`src/rtl/mem_stage_sequencer.sv`:
```
// EXE/MEM data-memory handshake sequencer with load-use hazard detection and a saturating stall counter.
// Optional memory timeout / ERR state is enabled by defining MEMSEQ_TIMEOUT_EN.
module mem_stage_sequencer #(
  parameter int unsigned CNT_W   = 16,
  parameter int unsigned TIMEOUT = 64
) (
  input  logic             clk,
  input  logic             rst_n,
  input  logic [4:0]       if_id_rs,
  input  logic [4:0]       if_id_rt,
  input  logic             id_exe_memread,
  input  logic [4:0]       id_exe_rt,
  input  logic             exe_mem_memread,
  input  logic             exe_mem_memwrite,
  input  logic             dmem_ack,
  input  logic             stall_clr,
  output logic             dmem_req,
  output logic             pc_write,
  output logic             if_id_write,
  output logic             id_exe_bubble,
  output logic             pipe_hold,
  output logic             mem_wb_bubble,
  output logic [CNT_W-1:0] stall_count,
  output logic             mem_timeout
);

  typedef enum logic [1:0] {
    RUN,
    WAIT_ACK
`ifdef MEMSEQ_TIMEOUT_EN
    , ERR
`endif
  } state_t;

  state_t state;
  logic   access;
  logic   req;
  logic   in_err;
  logic   mstall;
  logic   hazard;

`ifdef MEMSEQ_TIMEOUT_EN
  localparam int unsigned WAIT_W = (TIMEOUT > 1) ? $clog2(TIMEOUT) : 1;
  logic [WAIT_W-1:0] wait_cnt;
`endif

  always_comb begin
    access = exe_mem_memread | exe_mem_memwrite;
    req    = ((state == RUN) & access) | (state == WAIT_ACK);
`ifdef MEMSEQ_TIMEOUT_EN
    in_err = (state == ERR);
`else
    in_err = 1'b0;
`endif
    mstall = (req & ~dmem_ack) | in_err;
    hazard = id_exe_memread & (id_exe_rt != 5'd0) &
             ((id_exe_rt == if_id_rs) | (id_exe_rt == if_id_rt));

    dmem_req      = 1'b0;
    pc_write      = 1'b1;
    if_id_write   = 1'b1;
    id_exe_bubble = 1'b0;
    pipe_hold     = 1'b0;
    mem_wb_bubble = 1'b0;
    mem_timeout   = 1'b0;
    // Outputs are gated by rst_n so they sit at reset values for the whole reset window.
    if (rst_n) begin
      dmem_req    = req;
      mem_timeout = in_err;
      if (mstall) begin
        pc_write      = 1'b0;
        if_id_write   = 1'b0;
        pipe_hold     = 1'b1;
        mem_wb_bubble = 1'b1;
      end else if (hazard) begin
        pc_write      = 1'b0;
        if_id_write   = 1'b0;
        id_exe_bubble = 1'b1;
      end
    end
  end

  always_ff @(posedge clk or negedge rst_n) begin
    if (!rst_n) begin
      state <= RUN;
`ifdef MEMSEQ_TIMEOUT_EN
      wait_cnt <= '0;
`endif
    end else begin
      case (state)
        RUN: begin
          if (access && !dmem_ack) begin
            state <= WAIT_ACK;
`ifdef MEMSEQ_TIMEOUT_EN
            wait_cnt <= '0;
`endif
          end
        end
        WAIT_ACK: begin
          if (dmem_ack) begin
            state <= RUN;
`ifdef MEMSEQ_TIMEOUT_EN
          // wait_cnt holds (WAIT_ACK cycle index - 1); ack in the last cycle takes priority.
          end else if (wait_cnt == WAIT_W'(TIMEOUT - 1)) begin
            state <= ERR;
          end else begin
            wait_cnt <= wait_cnt + 1'b1;
`endif
          end
        end
`ifdef MEMSEQ_TIMEOUT_EN
        ERR: state <= ERR;
`endif
        default: state <= RUN;
      endcase
    end
  end

  always_ff @(posedge clk or negedge rst_n) begin
    if (!rst_n) begin
      stall_count <= '0;
    end else if (stall_clr) begin
      stall_count <= '0;
    end else if (!pc_write && (stall_count != '1)) begin
      stall_count <= stall_count + 1'b1;
    end
  end

endmodule

```
`config.mk`:
```
export PLATFORM = sky130hd
export DESIGN_NAME = mem_stage_sequencer
export DESIGN_NICKNAME = d
export VERILOG_FILES = /design/src/rtl/mem_stage_sequencer.sv
export SDC_FILE = /design/constraint.sdc
export NUM_CORES = 1
export LEC_CHECK = 0
export BUFFER_PORTS_ARGS = -buffer_cell sky130_fd_sc_hd__buf_2
export CORE_MARGIN = 3
export CORE_UTILIZATION = 43
export DETAILED_ROUTE_END_ITERATION = 7
export PLACE_DENSITY = 0.81
export SLEW_MARGIN = 25
export SYNTH_ARGS = -nofsm -noshare
export SYNTH_HDL_FRONTEND = slang
export SYNTH_SLANG_ARGS = --single-unit
```
`constraint.sdc`:
```
create_clock -name clk -period 1.9 [get_ports clk]
set_input_delay 0.38 -clock clk [delete_from_list [all_inputs] [get_ports clk]]
set_output_delay 0.38 -clock clk [all_outputs]
set_load 0.01 [all_outputs]
```
==> metrics <==
gr usage total=19.40%; CTS Buf Count=3; Die Wd=around 57 µm; final-report setup violation count=3; met2 global-route usage=33.28%; fmax=487.5 MHz; 1st-iter DRT viols=17; Setup TNS=-0.4263 ns; worst reg2reg setup slack=around 0.07 ns; WL/cell=14.67 µm; #FFs+latches synth=17; worst r2r src=stall_count[1]; busiest grt layer=met2; Worst Setup End Kind=primary output; r2r endpoint=stall_count[10]; GRT met1 Usage=between 20% and 30%; Worst-Skew Late Latency=around 0.3 ns; Filler cells=between 200 and 250; Critical Path AT=1.67 ns; fin area=about 1500 µm²; FF-to-FF path depth=8; ANT cells=0; maximum vdd drop=between 500 and 600 µV; Clock Sinks=17; Fin. Hold Viols=0; largest net degree at the start of global routing=19; die area=roughly 3300 µm²; Synth cell types=34; Net Switching=0.0002082 W; final period utilization=108.0%; PD cells=486.8 nW/µm²; placer congestion estimate=0.8129; CTS tree=yes; Synth Area in Adders=under 10%; Mapped Nets=153; final WL=3.081 mm; overall power=between 0.0007 and 0.0008 W; share of cells above drive strength 1=42.31%; combinational share of power=20.8%; multiplexer share of the synthesized area=between 2 and 2.5%; synthesized area per cell=8.701 µm²; Die H=57.29 µm; dpl hpwl=2.324 mm; vias per cell=5.543; CP required=1.52 ns; site row count=17; Seq pwr share=50.3%; most frequent cells in the layout=buf_2 (42), dfrtp_1 (16), or3_1 (13), o21ai_0 (12), buf_4 (12); PnR worst setup slack=-0.1511 ns; minimum clock period=2.051 ns; Pint=approximately 0.00052 W; failing checks=setup timing; NumNets Final=206; Clock Path Buffers=2; io pins=45; DP Area=1438 µm²; Fin Hold WS=0.05462 ns; DR DRC count=0; compound-gate portion of the synthesized area=17.48%; MaxCap Viol Count=0; Tightest Hold Check Type=input port to asynchronous set/reset pin; Area Overhead vs Synth=33.07%; Synth Area in Simple Gates=27.43%; clock share of power=28.9%; outcome=complete, but fails checks; RSZ-0062 raised after global routing=true; area occupied by multi-input gates=roughly 680 µm²; Routed Antenna Nets=0; met3 Resource Use GR=3.394%; largest family of logic cells by synthesized area=simple AND/OR/NAND/NOR gates; CP Launch Type=input port; # port buffers=43; Starting Density=47.91%; critical setup path kind=input port to primary output; Clock Pin Slew Worst Setup and Hold Paths=between 0.1 and 0.15 ns; first-pass GRT wire length=approximately 5.0 mm; Final Max Slew Viols=0; root buffer selected by CTS=clkbuf_4; Setup crit end=id_exe_bubble; Mapped Cells=130; clock skew=0.001102 ns; GRT overflow=0; Yosys warnings=0; most common cell after layout, fill and taps aside=buf_2; vias in the first global route=roughly 1,200; H-tree lvl count=1; LEAKAGE=0.7240 nW; Net Sw Frac=28.41%; antenna violations before repair=0; XOR/XNOR Fraction of Synth Area=8.518%; DR pass1 iterations=4; Seq. cell area=426.7 µm²; CP startpoint=id_exe_rt[2]; Vias=1,164; Max FO, Critical Path=3; Seq/Total Area, Yosys=37.61%; core area=2361 µm²; Post-CTS Hold Fix Bufs=0; Mapped Area=1131 µm²
-- synth_stat cells --
cell type | count | area share, %
dfrtp_1 | 17 | 38
or3_1 | 14 | 7.7
a21oi_1 | 12 | 5.3
o21ai_0 | 12 | 5.3
nand2_1 | 11 | 3.7
xnor2_1 | 11 | 8.5
nor2_1 | 9 | 3.0
nand3_1 | 6 | 2.7
buf_4 | 4 | 2.7
nand4_1 | 3 | 1.7
a31oi_1 | 2 | 1.1
and2_1 | 2 | 1.1
and3_1 | 2 | 1.1
clkbuf_1 | 2 | 0.66
inv_1 | 2 | 0.66
nor2b_1 | 2 | 1.1
nor3_2 | 2 | 1.8
a21oi_2 | 1 | 0.77
a22o_1 | 1 | 0.77
a22oi_4 | 1 | 1.9
and2b_1 | 1 | 0.66
and4_1 | 1 | 0.77
buf_1 | 1 | 0.33
buf_6 | 1 | 1.0
conb_1 | 1 | 0.33
ha_1 | 1 | 1.1
mux2_4 | 1 | 1.3
mux2i_1 | 1 | 0.88
nand2_4 | 1 | 1.0
o211ai_2 | 1 | 1.1
o22ai_1 | 1 | 0.55
o31ai_1 | 1 | 0.66
or2_2 | 1 | 0.55
or4_1 | 1 | 0.66
-- power by group through the flow --
| stage | clock network, W | registers (W) | logic, W |
|---|---|---|---|
| global placement | 0 | 0.000375 | 0.000140 |
| floorplan | 0 | 0.000378 | 0.0000775 |
| global route | 0.000228 | 0.000370 | 0.000166 |
| finish | 0.000212 | 0.000369 | 0.000153 |
| detailed placement | 0 | 0.000376 | 0.000147 |
| CTS | 0.000216 | 0.000369 | 0.000150 |
-- flip-flops by register name, indices dropped and copies added (netlist names) --
| signal | cells |
|---|---|
| state | 1 |
| stall_count | 16 |
-- per-stage QoR --
step	util, %	setup WS [ns]	instances
floorplan	-	-0.04708	130
global placement	60.89	-0.1538	205
detailed placement	60.89	-0.1578	205
CTS	62.48	-0.1423	209
global route	63.75	-0.2196	210
finish	63.75	-0.1511	210
-- kinds of logic after synthesis --
| family | Yosys count |
|---|---|
| AO/OA/AOI/OAI | 32 |
| XOR/XNOR | 11 |
| adder cells (fa/ha/maj) | 1 |
| buffers and inverters | 10 |
| flip-flops | 17 |
| multiplexers | 2 |
| other | 1 |
| AND/OR/NAND/NOR | 56 |
-- routing by layer --
layer | share of wire (%) | vias to the layer above
li1 | - | 567
met2 | 51 | 33
met3 | 4.7 | 7
met1 | 43 | 557
met5 | 0 | -
met4 | 1.9 | 0
-- area by class of cell --
cell class / count / area share (%)
multi-input cells: 103 / 45.05
flip-flops and latches: 17 / 28.35
well taps: 28 / 2.328
inverters: 2 / 0.4988
repair buffers: 56 / 22.03
clock buffers: 4 / 1.746
-- repair_timing --
| item | in CTS | in global routing |
|---|---|---|
| pin swaps | 2 | 2 |
| buffers inserted | 0 | 1 |
| gates resized for setup | 3 | 7 |
| endpoints found under the hold margin | 0 | 0 |
| setup endpoints to repair | 6 | 18 |
-- worst max-delay path, stage by stage --
cell	delay, ns
buf_2	0.11
or4_4	0.51
o211ai_2	0.18
and2b_1	0.23
nor2b_1	0.13
buf_2	0.13
-- worst min-delay path by stage --
| stage | start | endpoint | cells after the start |
|---|---|---|---|
| final | rst_n | stall_count[0] | 2 |
| after global routing | rst_n | stall_count[0] | 2 |
| after CTS | rst_n | stall_count[6] | 2 |
| after detailed placement | rst_n | stall_count[0] | 2 |
| after global placement | rst_n | stall_count[2] | 2 |
| after floorplan | rst_n | stall_count[0] | 0 |
Note: power is estimated with default switching activity, not from simulation.
